<file path="src/rtl/fp32_pkg.sv">
// Shared fp32 field layout, special encodings, FSM encoding and operand
// classification for the sequential floating-point arithmetic units.
package fp32_pkg;

    localparam int SIGN_W  = 1;
    localparam int EXP_W   = 8;
    localparam int MANT_W  = 23;
    localparam int FP_W    = SIGN_W + EXP_W + MANT_W;
    localparam int BIAS    = 127;
    localparam int EXP_MAX = 255;

    localparam logic [FP_W-1:0] QNAN    = 32'h7FC0_0000;
    localparam logic [FP_W-1:0] POS_INF = 32'h7F80_0000;
    localparam logic [FP_W-1:0] ZERO    = 32'h0000_0000;

    // FSM encoding kept as plain constants so older tools can share it.
    typedef logic [2:0] state_t;
    localparam state_t ST_IDLE   = 3'd0;
    localparam state_t ST_UNPACK = 3'd1;
    localparam state_t ST_DIVIDE = 3'd2;
    localparam state_t ST_NORM   = 3'd3;
    localparam state_t ST_ROUND  = 3'd4;
    localparam state_t ST_DONE   = 3'd5;

    typedef enum logic [1:0] {
        CLS_ZERO,
        CLS_INF,
        CLS_NAN,
        CLS_NORM
    } fp_class_t;

    // Denormals classify as zero: the datapath flushes them.
    function automatic fp_class_t classify(input logic [EXP_W+MANT_W-1:0] x_mag);
        logic [EXP_W-1:0]  e;
        logic [MANT_W-1:0] m;
        e = x_mag[EXP_W+MANT_W-1:MANT_W];
        m = x_mag[MANT_W-1:0];
        if (e == '0)
            return CLS_ZERO;
        else if (e == '1)
            return (m == '0) ? CLS_INF : CLS_NAN;
        else
            return CLS_NORM;
    endfunction

endpackage

</file>
<file path="src/rtl/fp_mant_div_iter.sv">
// Restoring shift-subtract mantissa divider: one quotient bit per step.
// After QB steps from a load, q = floor(ma * 2^(QB-1) / mb).
module fp_mant_div_iter
    import fp32_pkg::*;
#(
    parameter int QB = 26
) (
    input  logic          clk,
    input  logic          rst,
    input  logic          load,
    input  logic          step,
    input  logic [23:0]   ma,
    input  logic [23:0]   mb,
    output logic [QB-1:0] q,
    output logic [23:0]   rem,
    output logic          nonzero_rem
);

    // Partial remainder is kept pre-shifted; it always stays below 2*mb.
    logic [24:0]   r_rem;
    logic [23:0]   r_mb;
    logic [QB-1:0] r_q;
    logic [24:0]   w_sub;
    logic          w_ge;

    assign w_ge  = (r_rem >= {1'b0, r_mb});
    assign w_sub = r_rem - {1'b0, r_mb};

    // Load operands, then subtract-if-fits and shift once per step.
    always_ff @(posedge clk or negedge rst) begin
        if (!rst) begin
            r_rem <= '0;
            r_mb  <= '0;
            r_q   <= '0;
        end else if (load) begin
            r_rem <= {1'b0, ma};
            r_mb  <= mb;
            r_q   <= '0;
        end else if (step) begin
            r_rem <= w_ge ? (w_sub << 1) : (r_rem << 1);
            r_q   <= {r_q[QB-2:0], w_ge};
        end
    end

    assign q           = r_q;
    assign rem         = r_rem[24:1];
    assign nonzero_rem = |r_rem;

endmodule

</file>
<file path="src/rtl/fp_divider_sequential.sv">
// Iterative fp32 divider: start/done handshake, special-case decode,
// restoring mantissa division, normalization and round-to-nearest-even.
module fp_divider_sequential
    import fp32_pkg::*;
#(
    parameter logic [31:0] QNAN_VALUE = QNAN,
    parameter int          QUOT_BITS  = 26
) (
    input  logic        clk,
    input  logic        rst,
    input  logic        start,
    input  logic [31:0] a,
    input  logic [31:0] b,
    output logic        busy,
    output logic        done,
    output logic [31:0] result,
    output logic        overflow,
    output logic        underflow,
    output logic        div_by_zero,
    output logic        invalid
);

    state_t              r_state;
    logic [31:0]         r_a;
    logic [31:0]         r_b;
    logic                r_sign;
    logic signed [9:0]   r_exp;
    logic [22:0]         r_frac;
    logic                r_guard;
    logic                r_sticky;
    logic [4:0]          r_cnt;
    logic [31:0]         r_result;
    logic                r_overflow;
    logic                r_underflow;
    logic                r_div_by_zero;
    logic                r_invalid;

    fp_class_t           w_cls_a;
    fp_class_t           w_cls_b;
    logic                w_sign;
    logic signed [9:0]   w_exp_unb;
    logic                w_special;
    logic [31:0]         w_spec_result;
    logic                w_spec_dbz;
    logic                w_spec_inv;
    logic                w_load;
    logic                w_step;
    logic [QUOT_BITS-1:0] w_q;
    logic [23:0]         w_rem;
    logic                w_nonzero_rem;
    logic                w_rem_any;
    logic                w_round_up;
    logic [23:0]         w_frac_inc;
    logic signed [9:0]   w_exp_rnd;
    logic                w_ovf;
    logic                w_unf;

    assign w_cls_a   = classify(r_a[30:0]);
    assign w_cls_b   = classify(r_b[30:0]);
    assign w_sign    = r_a[31] ^ r_b[31];
    assign w_exp_unb = $signed({2'b00, r_a[30:23]}) - $signed({2'b00, r_b[30:23]})
                     + 10'(BIAS);

    // Resolve NaN/inf/zero operand combinations without running the divider.
    always_comb begin
        w_special     = 1'b0;
        w_spec_result = ZERO;
        w_spec_dbz    = 1'b0;
        w_spec_inv    = 1'b0;
        if (w_cls_a == CLS_NAN || w_cls_b == CLS_NAN ||
            (w_cls_a == CLS_ZERO && w_cls_b == CLS_ZERO) ||
            (w_cls_a == CLS_INF  && w_cls_b == CLS_INF)) begin
            w_special     = 1'b1;
            w_spec_result = QNAN_VALUE;
            w_spec_inv    = 1'b1;
        end else if (w_cls_b == CLS_ZERO) begin
            w_special     = 1'b1;
            w_spec_result = {w_sign, POS_INF[30:0]};
            w_spec_dbz    = 1'b1;
        end else if (w_cls_a == CLS_INF) begin
            w_special     = 1'b1;
            w_spec_result = {w_sign, POS_INF[30:0]};
        end else if (w_cls_a == CLS_ZERO || w_cls_b == CLS_INF) begin
            w_special     = 1'b1;
            w_spec_result = {w_sign, ZERO[30:0]};
        end
    end

    assign w_load = (r_state == ST_UNPACK) && !w_special;
    assign w_step = (r_state == ST_DIVIDE);

    fp_mant_div_iter #(.QB(QUOT_BITS)) u_mant_div (
        .clk         (clk),
        .rst         (rst),
        .load        (w_load),
        .step        (w_step),
        .ma          ({1'b1, r_a[22:0]}),
        .mb          ({1'b1, r_b[22:0]}),
        .q           (w_q),
        .rem         (w_rem),
        .nonzero_rem (w_nonzero_rem)
    );

    // Either remainder view flags inexactness; both are zero together.
    assign w_rem_any = w_nonzero_rem | (|w_rem);

    // Round on the fraction only: a carry out means 1.11..1 + ulp = 10.0,
    // whose fraction bits are already zero, so only the exponent moves.
    assign w_round_up = r_guard & (r_sticky | r_frac[0]);
    assign w_frac_inc = {1'b0, r_frac} + {23'd0, w_round_up};
    assign w_exp_rnd  = r_exp + $signed({9'd0, w_frac_inc[23]});
    assign w_ovf      = (w_exp_rnd >= 10'(EXP_MAX));
    assign w_unf      = (w_exp_rnd <= 10'sd0);

    // Main FSM: capture, decode, iterate, normalize, round, report.
    always_ff @(posedge clk or negedge rst) begin
        if (!rst) begin
            r_state       <= ST_IDLE;
            r_a           <= '0;
            r_b           <= '0;
            r_sign        <= 1'b0;
            r_exp         <= '0;
            r_frac        <= '0;
            r_guard       <= 1'b0;
            r_sticky      <= 1'b0;
            r_cnt         <= '0;
            r_result      <= ZERO;
            r_overflow    <= 1'b0;
            r_underflow   <= 1'b0;
            r_div_by_zero <= 1'b0;
            r_invalid     <= 1'b0;
        end else begin
            case (r_state)
                ST_IDLE: begin
                    if (start) begin
                        r_a     <= a;
                        r_b     <= b;
                        r_state <= ST_UNPACK;
                    end
                end
                ST_UNPACK: begin
                    if (w_special) begin
                        r_result      <= w_spec_result;
                        r_overflow    <= 1'b0;
                        r_underflow   <= 1'b0;
                        r_div_by_zero <= w_spec_dbz;
                        r_invalid     <= w_spec_inv;
                        r_state       <= ST_DONE;
                    end else begin
                        r_sign  <= w_sign;
                        r_exp   <= w_exp_unb;
                        r_cnt   <= '0;
                        r_state <= ST_DIVIDE;
                    end
                end
                ST_DIVIDE: begin
                    if (r_cnt == 5'(QUOT_BITS - 1)) begin
                        r_state <= ST_NORM;
                    end else begin
                        r_cnt <= r_cnt + 5'd1;
                    end
                end
                ST_NORM: begin
                    if (w_q[QUOT_BITS-1]) begin
                        r_frac   <= w_q[QUOT_BITS-2:2];
                        r_guard  <= w_q[1];
                        r_sticky <= w_q[0] | w_rem_any;
                    end else begin
                        r_frac   <= w_q[QUOT_BITS-3:1];
                        r_guard  <= w_q[0];
                        r_sticky <= w_rem_any;
                        r_exp    <= r_exp - 10'sd1;
                    end
                    r_state <= ST_ROUND;
                end
                ST_ROUND: begin
                    r_div_by_zero <= 1'b0;
                    r_invalid     <= 1'b0;
                    r_overflow    <= w_ovf;
                    r_underflow   <= !w_ovf && w_unf;
                    if (w_ovf)
                        r_result <= {r_sign, POS_INF[30:0]};
                    else if (w_unf)
                        r_result <= {r_sign, ZERO[30:0]};
                    else
                        r_result <= {r_sign, w_exp_rnd[7:0], w_frac_inc[22:0]};
                    r_state <= ST_DONE;
                end
                ST_DONE: begin
                    r_state <= ST_IDLE;
                end
                default: begin
                    r_state <= ST_IDLE;
                end
            endcase
        end
    end

    assign busy        = (r_state != ST_IDLE);
    assign done        = (r_state == ST_DONE);
    assign result      = r_result;
    assign overflow    = r_overflow;
    assign underflow   = r_underflow;
    assign div_by_zero = r_div_by_zero;
    assign invalid     = r_invalid;

endmodule

</file>
<file path="config.mk">
export PLATFORM = sky130hd
export DESIGN_NAME = fp_divider_sequential
export DESIGN_NICKNAME = d
export VERILOG_FILES = /design/src/rtl/fp32_pkg.sv /design/src/rtl/fp_mant_div_iter.sv /design/src/rtl/fp_divider_sequential.sv
export SDC_FILE = /design/constraint.sdc
export NUM_CORES = 1
export LEC_CHECK = 0
export CAP_MARGIN = 10
export CORE_ASPECT_RATIO = 1.25
export CORE_MARGIN = 5
export CORE_UTILIZATION = 60
export CTS_BUF_LIST = sky130_fd_sc_hd__clkbuf_8
export CTS_CLUSTER_SIZE = 10
export DETAILED_ROUTE_END_ITERATION = 8
export DONT_BUFFER_PORTS = 1
export PLACE_DENSITY = 0.76
export SETUP_SLACK_MARGIN = 0.5
export SLEW_MARGIN = 20
export SYNTH_ARGS = -nofsm -noshare
export SYNTH_HDL_FRONTEND = slang
export SYNTH_HIERARCHICAL = 1
export SYNTH_SLANG_ARGS = --single-unit
</file>
<file path="constraint.sdc">
create_clock -name clk -period 3.2 [get_ports clk]
set_clock_uncertainty 0.15 [all_clocks]
set_input_delay 0.48 -clock clk [delete_from_list [all_inputs] [get_ports clk]]
set_output_delay 0.48 -clock clk [all_outputs]
set_load 0.02 [all_outputs]
</file>
; ---- Word-level counts from Yosys, hierarchy flattened
; Cells that the tools add are included.
[totals]
out_inout_bits = 38
word_cells = 127
input_bits = 67
reg_bits = 219
[op_classes]
n_eq_ne = 18
addsub = 7
muxes = 46
n_lt_le_gt_ge = 3
reduce_logical = 30
bitwise = 6
[op_table]
columns = operator, n
row1 = 32-bit two-way mux, 5
row2 = 25-bit two-way mux, 3
row3 = 32-bit case mux with 2 select lines, 1
row4 = 31-bit two-way mux, 2
row5 = 26-bit two-way mux, 2
row6 = 23-bit logical NOT, 2
row7 = 25-bit by 24-bit >= comparator with 1-bit output, 1
row8 = 25-bit OR reduction, 1
row9 = 23-bit by 1-bit adder with 24-bit output, 1
row10 = 24-bit OR reduction, 1
row11 = 24-bit subtractor, 1
row12 = 23-bit two-way mux, 1
row13 = 10-bit two-way mux, 2
row14 = 10-bit case mux with 2 select lines, 1
row15 = "8-bit == test, second input constant", 2
row16 = 8-bit logical NOT, 2
row17 = 3-bit case mux with 5 select lines, 1
row18 = 1-bit two-way mux, 12
row19 = 2-bit two-way mux, 6
row20 = "2-bit != test, second input constant", 6
row21 = 10-bit by 2-bit adder with 10-bit output, 1
row22 = "9-bit by 8-bit adder with 10-bit output, second input constant", 1
row23 = "10-bit by 9-bit >= comparator with 1-bit output, second input constant", 1
row24 = "10-bit by 1-bit less-or-equal comparator with 1-bit output, second input constant", 1
row25 = other kinds (26), 53

; ---- Logic depth before layout (Yosys ltp)
; Gate-level depths: netlist of run 1.
[depth]
word_depth = 13
mapped_depth = 14
mapped_depth_nobuf = 13

; ---- Hierarchy
; The synthesis of run 1 kept the hierarchy.
[by_module_without_submodules]
columns = mod, instances, cells_per_inst, area_each_um2, seq_area_each_um2
row1 = fp_divider_sequential, 1, 742, 7490.9, 3603.5
row2 = fp_mant_div_iter, 1, 549, 4928.5, 1876.8

; ---- Worst setup path after synthesis of run 1
; OpenSTA, ideal clock, no wires.
[synth_timing]
path_kind = reg-to-reg
startpoint = register r_frac[2]
endpoint = register r_result[14], in the netlist result[14]
required_ps = 2967
path_stages_with_launch = 14
n_path_buf = 2
synth_period_minus_slack_ps = 3346
arrival_ps = 3113
setup_ps = 83
slack_ps = -146
cell_sequence = dfrtp_1 -> and4_1 -> and3_1 -> buf_2 -> nand4_1 -> nor4_1 -> ha_1 -> ha_1 -> and4_1 -> and4bb_2 -> o311ai_2 -> nand3_1 -> clkbuf_1 -> o21ai_0
[synth_via]
elab_chain_len = 6
word_cells_on_any_way = 7
cone_classes = add/sub (2) / order compare (2) / mux (3)
[synth_lines]
columns = element, line
row1 = from (decl), fp_divider_sequential.sv:28  ; logic [22:0] r_frac;
row2 = from (signal assigned), fp_divider_sequential.sv:165  ; r_frac <= w_q[QUOT_BITS-2:2];
row3 = from (signal assigned), fp_divider_sequential.sv:169  ; r_frac <= w_q[QUOT_BITS-3:1];
row4 = 23-bit by 1-bit adder with 24-bit output (*), fp_divider_sequential.sv:110  ; assign w_frac_inc = {1'b0, r_frac} + {23'd0, w_round_up};
row5 = 10-bit by 2-bit adder with 10-bit output, fp_divider_sequential.sv:111  ; assign w_exp_rnd = r_exp + $signed({9'd0, w_frac_inc[23]});
row6 = 10-bit by 1-bit less-or-equal comparator with 1-bit output, fp_divider_sequential.sv:113  ; assign w_unf = (w_exp_rnd <= 10'sd0);
row7 = 31-bit two-way mux, fp_divider_sequential.sv:183  ; else if (w_unf)
row8 = 31-bit two-way mux (*), fp_divider_sequential.sv:181  ; if (w_ovf)
row9 = 32-bit case mux with 2 select lines (*), fp_divider_sequential.sv:133  ; case (r_state)
row10 = to (signal assigned), fp_divider_sequential.sv:182  ; r_result <= {r_sign, POS_INF[30:0]};
row11 = to (signal assigned), fp_divider_sequential.sv:184  ; r_result <= {r_sign, ZERO[30:0]};
row12 = to (signal assigned), fp_divider_sequential.sv:186  ; r_result <= {r_sign, w_exp_rnd[7:0], w_frac_inc[22:0]};
row13 = to (decl), fp_divider_sequential.sv:32  ; logic [31:0] r_result;
; Mark *: on every way between the ends. The rest lies on a longest branch, timed or not.
; A chain may end at the register's enable or synchronous reset.

; ---- Worst setup path in the final report of run 1
[layout_timing]
startpoint = register r_frac[2]
endpoint = register r_result[29], in the netlist result[29]
[layout_via]
elab_chain_len = 6
word_cells_on_any_way = 7
cone_classes = add/sub (2) / order compare (2) / mux (3)
[layout_lines]
columns = element, line
row1 = 23-bit by 1-bit adder with 24-bit output (*), fp_divider_sequential.sv:110
row2 = 10-bit by 2-bit adder with 10-bit output (*), fp_divider_sequential.sv:111
row3 = 10-bit by 1-bit less-or-equal comparator with 1-bit output, fp_divider_sequential.sv:113
row4 = 31-bit two-way mux, fp_divider_sequential.sv:183
row5 = 31-bit two-way mux (*), fp_divider_sequential.sv:181
row6 = 32-bit case mux with 2 select lines (*), fp_divider_sequential.sv:133
; Marks and branches as above.

==> results of run 1 <==
-- where the power goes --
group          total [mW]  leakage [nW]  switching (mW)  internal, mW
Clock                2.45         0.403            1.13          1.33
Combinational        11.3          3.27            5.87          5.42
Sequential           4.97          2.78            1.22          3.75
-- stage by stage --
stage	TNS [ns]	cells	hold WS [ns]	power (mW)	setup slack [ns]
after CTS	0	1688	-0.518	16.4	0.0213
after global routing	-3.49	1715	-0.519	19.7	-0.170
final	0	1716	-0.482	18.7	0.0416
after detailed placement	-1.15	1530	0.0423	12.6	-0.0833
after global placement	-0.0655	1530	0.0425	12.4	-0.0201
after floorplan	0	1292	0.0344	10.9	0.0572
-- Yosys cell counts, types with 12 or more instances --
| master | instances |
|---|---|
| nand2_1 | 129 |
| nand4_1 | 22 |
| nor4_1 | 26 |
| nand3_1 | 28 |
| a21oi_1 | 52 |
| dfrtp_1 | 219 |
| inv_1 | 61 |
| mux2_2 | 57 |
| o21ai_0 | 122 |
| nor2_1 | 97 |
| mux2i_1 | 69 |
| nor3_1 | 19 |
| ha_1 | 40 |
| o21ai_1 | 17 |
| and3_1 | 13 |
| buf_4 | 28 |
| xnor2_1 | 25 |
| nor3b_1 | 19 |
| clkbuf_1 | 37 |
| buf_2 | 12 |
| xor2_1 | 30 |
-- cell type report --
cell class / instances / share of cell area (%)
Inverter: 62 / 1.59
Sequential cell: 219 / 35.7
Multi-Input combinational cell: 925 / 45.3
Clock buffer: 44 / 3.94
Clock inverter: 18 / 0.724
Timing Repair Buffer: 177 / 10.5
Antenna cell: 1 / 0.0163
Tap cell: 270 / 2.20
-- state kept, by name (all words and copies together), names as in the netlist --
| register | flops |
|---|---|
| r_a | 32 |
| r_sign | 1 |
| u_mant_div/q | 26 |
| invalid | 1 |
| r_exp | 10 |
| result | 32 |
| r_cnt | 5 |
| div_by_zero | 1 |
| r_guard | 1 |
| overflow | 1 |
| r_frac | 23 |
| u_mant_div/r_rem | 25 |
| u_mant_div/r_mb | 24 |
| r_sticky | 1 |
| r_state | 3 |
| r_b | 32 |
| underflow | 1 |
-- cell families (layout without fill, tap and decap cells) --
| kind of cell | count (synthesis) | after routing | synth area share (%) |
|---|---|---|---|
| compound gates | 289 | 289 | 14.5 |
| simple gates | 408 | 408 | 16.4 |
| flops | 219 | 219 | 44.1 |
| fa+ha+maj | 42 | 42 | 4.35 |
| other cells | 1 | 3 | 0.0302 |
| xor+xnor | 56 | 56 | 4.06 |
| buf+inv | 148 | 301 | 5.62 |
| mux | 128 | 128 | 10.9 |
-- critical path, delay by kind of cell (launching register included) --
family	cells	cell delay [ns]
fa+ha+maj	2	0.32
simple gates	6	1.15
flops	1	0.35
xor+xnor	1	0.18
compound gates	4	0.71
buf+inv	1	0.17
-- per-layer routing --
| metal | part of all wire, % | global-route usage, % | routed length (um) | vias to the layer above |
|---|---|---|---|---|
| met3 | 6.3 | 4.47 | 2140 | 175 |
| met4 | 6.2 | 11.5 | 2110 | 0 |
| met2 | 50 | 46.6 | 17100 | 515 |
| met1 | 38 | 30.5 | 12900 | 5122 |
| met5 | 0 | 0 | 0 | - |
| li1 | - | - | - | 4821 |
-- worst paths after layout --
path,startpoint,endpoint,slack (ns),depth (start not counted)
worst max-delay path,r_frac[2],result[29],0.04,14
worst min-delay path,rst,result[27],-0.48,0
worst max register to register,r_frac[2],result[29],0.04,14
worst min register to register,r_sign,r_sign,0.34,2
max in group asynchronous,rst,r_a[24],3.08,0
min in group clk,start,r_state[0],0.09,2
-- timing repair --
action                                 in CTS  in global routing
setup buffers                              31                 27
pin swaps                                  35                 53
cloned                                      1                  0
gates resized for setup                    61                122
setup endpoints to repair                  86                 65
endpoints found under the hold margin     283                219
==> impl_metrics.ini, run 1 <==
[clocking]
cts_buffer_depth = 3
clk_pin_slew_ns = 0.06
hold_buffers = 64
clkSinkCount = 219
cts_made_buffers = 36
clk_latency_ns = 0.53
ctsRootBufferMaster = clkbuf_8
cts_tree = done
htree_levels = 2

[grt]
grt_overflow = 0
track_usage_pct = 25.8
antenna_found_initial = 0
grt_max_degree = 220
grt_pass1_wl_um = 50800
grt_pass1_vias = 10115

[critical_path]
critPathSlowestCell = dfrtp_1
cp-end-kind = register
crit_chain = and4_1 > and3_4 > nand4_1 > nor4_2 > buf_4 > ha_4 > ha_4 > and4_4 > nand4_1 > xnor2_2 > a41oi_2 > o21ai_1 > a21boi_4 > o22a_1
cp.required_ns = 3.44
max_stage_delay_ns = 0.35
worstSetupPathType = register to register
cp.arrival_ns = 3.40
cp_max_fo = 8
critPathLaunchType = register

[synth]
yosysTopAreaCellShare_pct = 44.1
synth_edf_count = 0
synthTopCellsByArea = dfrtp_1 44%, mux2i_1 5.6%, mux2_2 5.2%, o21ai_0 4.9%, ha_1 4.0%
syn_area_um2 = 12400
synth_top_area_cell = dfrtp_1
synthCells = 1291
synth_ff_type = dfrtp_1
ys_warn_count = 6
ys_seq_area_share_pct = 44.1
async_reset_ff_share_pct = 100
ys_ff_latch = 219
synth.distinct_cells = 87
syn_avg_cell_area_um2 = 9.62

[floorplan]
core_um2 = 20200
rows = 58
die_w_um = 139
start_util_pct = 61.3
io_pins = 105
die-area_um2 = 23700
dieHeight_um = 171

[sta]
min_period_over_period_pct = 98.7
tightest_slew_ns = 0.706
setup_violations = 0
fin_crit_ns = 3.16
rsz0062_at_grt = yes
whs_ns = -0.482
max_freq_ghz = 0.317
maxSlewHeadroom_pct = 52.8
hold_violations = 219
finalMaxSlewViolations = 0

[final_layout]
final_area_um2 = 15400
layout.nets = 1530
syn2layout_area_growth_pct = 23.9
most-common-layout-cells = 208 x dfrtp_1, 128 x nand2_1, 93 x buf_4
multiInputGateArea_um2 = 6970
seq_area_um2 = 5490
drive_gt1_share_pct = 25.9
final_util_pct = 76.0
final_common_cell = dfrtp_1
fill_cells = 1274

[pwr]
p_per_area_nw_per_um2 = 1220
ir_drop_uv = 889
p_leak_nw = 6.45

[drt]
routed_wirelength_um = 34200
routed_via_density = 6.20
drt_iter0_markers = 862
first_pass_iters = 6
wl_per_cell_um = 19.9
ant_nets = 0
vias = 10633
drc = 0

[placement]
dp_hpwl_um = 20300
place_congestion = 0.909
portBuffers = 0
placed_area_um2 = 12800

[job]
maxCapViolations = 0

[run_status]
status = complete, but fails checks
violations = hold timing

[min_path]
hp-class = input pin to async pin
No activity file was read; power rests on OpenSTA's default activity.
==> run 2: changes to the inputs <==
- CELL_PAD_IN_SITES_DETAIL_PLACEMENT: unset -> 1
- CELL_PAD_IN_SITES_GLOBAL_PLACEMENT: unset -> 2
- CORE_UTILIZATION: 60 -> 38
- PLACE_DENSITY: 0.76 -> 0.75
- REMOVE_ABC_BUFFERS: unset -> 1
==> run 2 against run 1 <==
The flow finishes with violations (hold timing, setup timing); sequential share of layout area decreased by 0.72 points; sequential power is 1% lower; total power is 3.1% lower; first-iteration DRC count decreased by 57%; global-route usage down 6.3 points; clock power rose by 13%; core utilization fell by 28 points; register-to-register slack got worse by 0.23 ns; largest power group unchanged.
==> impl_metrics.ini, run 2 (synthesis results as in run 1) <==
[pwr]
ir_drop_uv = 578
power_mw = 18.1
p_clk_share_pct = 15.2
p_leak_nw = 6.54
p_per_area_nw_per_um2 = 1160
p_sw_mw = 7.78
combPwrFrac_pct = 57.7
power_switching_share_pct = 42.9
seq_power_share_pct = 27.1
p_int_mw = 10.4

[floorplan]
start_util_pct = 38.2
core_um2 = 32500
rows = 74
dieHeight_um = 212
die-area_um2 = 36400
io_pins = 105
die_w_um = 172

[final_layout]
final_common_cell = dfrtp_1
layout.nets = 1528
fill_cells = 3594
syn2layout_area_growth_pct = 26.4
final_area_um2 = 15700
most-common-layout-cells = 211 x dfrtp_1, 127 x nand2_1, 101 x o21ai_0
drive_gt1_share_pct = 25.3

[sta]
whs_ns = -0.534
setup_violations = 32
finalMaxSlewViolations = 0
max_freq_ghz = 0.296
tightest_slew_ns = 0.791
min_period_over_period_pct = 106
maxSlewHeadroom_pct = 47.3
fin_crit_ns = 3.38
layout_setup_ws_ns = -0.184
hold_violations = 219
rsz0062_at_grt = yes

[clocking]
cts_buffer_depth = 3
cts_tree = done
clk_pin_slew_ns = 0.06
htree_levels = 2
hold_buffers = 64
ctsRootBufferMaster = clkbuf_8
clkSinkCount = 219
cts_made_buffers = 40
clk_latency_ns = 0.57

[placement]
place_congestion = 0.808
placed_area_um2 = 13000
dp_hpwl_um = 24100
portBuffers = 0
dp_worst_setup_slack_ns = -0.282

[critical_path]
r2r_end = result[3]
worstSetupPathType = register to register
ff2ff_path_depth = 14
cp-end-kind = register
cp.arrival_ns = 3.72
r2r_start = r_frac[5]
regToRegSetupSlack_ns = -0.18
cp_max_fo = 11
max_stage_delay_ns = 0.34
cp.required_ns = 3.53
crit_chain = and4_1 > and3_4 > nand4_1 > nor4_2 > buf_4 > ha_4 > ha_4 > and4_4 > nand4_1 > xnor2_2 > a41oi_2 > nand3_4 > buf_6 > o21ai_0
critPathLaunchType = register
critPathSlowestCell = dfrtp_1

[drt]
vias = 9947
routed_via_density = 5.34
wl_per_cell_um = 19.3
drc = 0
drt_iter0_markers = 369
first_pass_iters = 4
ant_nets = 0
routed_wirelength_um = 36000

[grt]
grt_overflow = 0
grt_pass1_vias = 10677
grt_max_degree = 220
grt_pass1_wl_um = 57400
antenna_found_initial = 0
track_usage_pct = 19.5

[min_path]
hp-class = input pin to async pin

[job]
maxCapViolations = 0

[run_status]
status = complete, but fails checks
violations = hold timing, setup timing
==> run 2: per-stage QoR <==
step	utilization (%)	instances	setup TNS (ns)
2_1_floorplan	-	1206	-104.23
3_3_place_gp	40.1	1689	-1.30
3_5_place_dp	40.1	1689	-5.74
4_1_cts	46.8	1849	-1.98
5_1_grt	48.3	1863	-10.99
6_report	48.3	1864	-4.75
==> run 2: critical path: cells and delay by family, from the launching register on <==
| family | cells | cell delay [ns] |
|---|---|---|
| AOI/OAI and AO/OA | 2 | 0.47 |
| buffers and inverters | 2 | 0.39 |
| DFF | 1 | 0.34 |
| xor gates and xnor gates | 1 | 0.21 |
| adders and majority gates | 2 | 0.29 |
| and+or+nand+nor | 7 | 1.43 |
==> run 2: per-layer routing <==
layer  routed length [um]  track usage (%)  vias up
li1                     -                -     4810
met1                14900             23.4     4899
met2                18600             35.5      169
met3                 1300             3.12       69
met4                 1150             6.31        0
met5                    0                0        -
==> run 2: how the worst max path moves through the flow <==
stage | end | startpoint | cells after the start | slack, ns
final | result[3] | r_frac[5] | 14 | -0.18
after global routing | result[25] | r_frac[2] | 14 | -0.38
after CTS | result[27] | r_frac[5] | 14 | -0.08
after detailed placement | result[2] | r_frac[4] | 14 | -0.28
after global placement | result[17] | r_frac[2] | 14 | -0.05
after floorplan | r_a[0] | r_state[1] | 3 | -1.32
==> run 2: timing repair <==
action,4_1_cts,5_1_grt
endpoints found under the hold margin,283,219
gates cloned,4,1
pin swaps,38,43
setup buffers,24,13
gates resized for setup,86,96
setup endpoints to repair,112,65
==> run 2: final cells by class <==
type	instances	area (um2)	share of cell area (%)
flip-flops and latches	219	5490	35.0
inverters	62	248	1.58
clock buffers	52	716	4.56
multi-input cells	925	6960	44.4
clock inverters	16	106	0.678
well taps	418	523	3.33
diodes	1	2.50	0.0159
repair buffers	171	1650	10.5
==> run 2: power by group through the flow <==
stage | clock network (mW) | registers (mW) | logic (mW)
2_1_floorplan | 0 | 4.51 | 6.00
3_3_place_gp | 0 | 4.86 | 7.96
3_5_place_dp | 0 | 4.88 | 8.15
4_1_cts | 2.87 | 4.88 | 9.46
5_1_grt | 3.00 | 5.04 | 11.5
6_report | 2.76 | 4.91 | 10.5
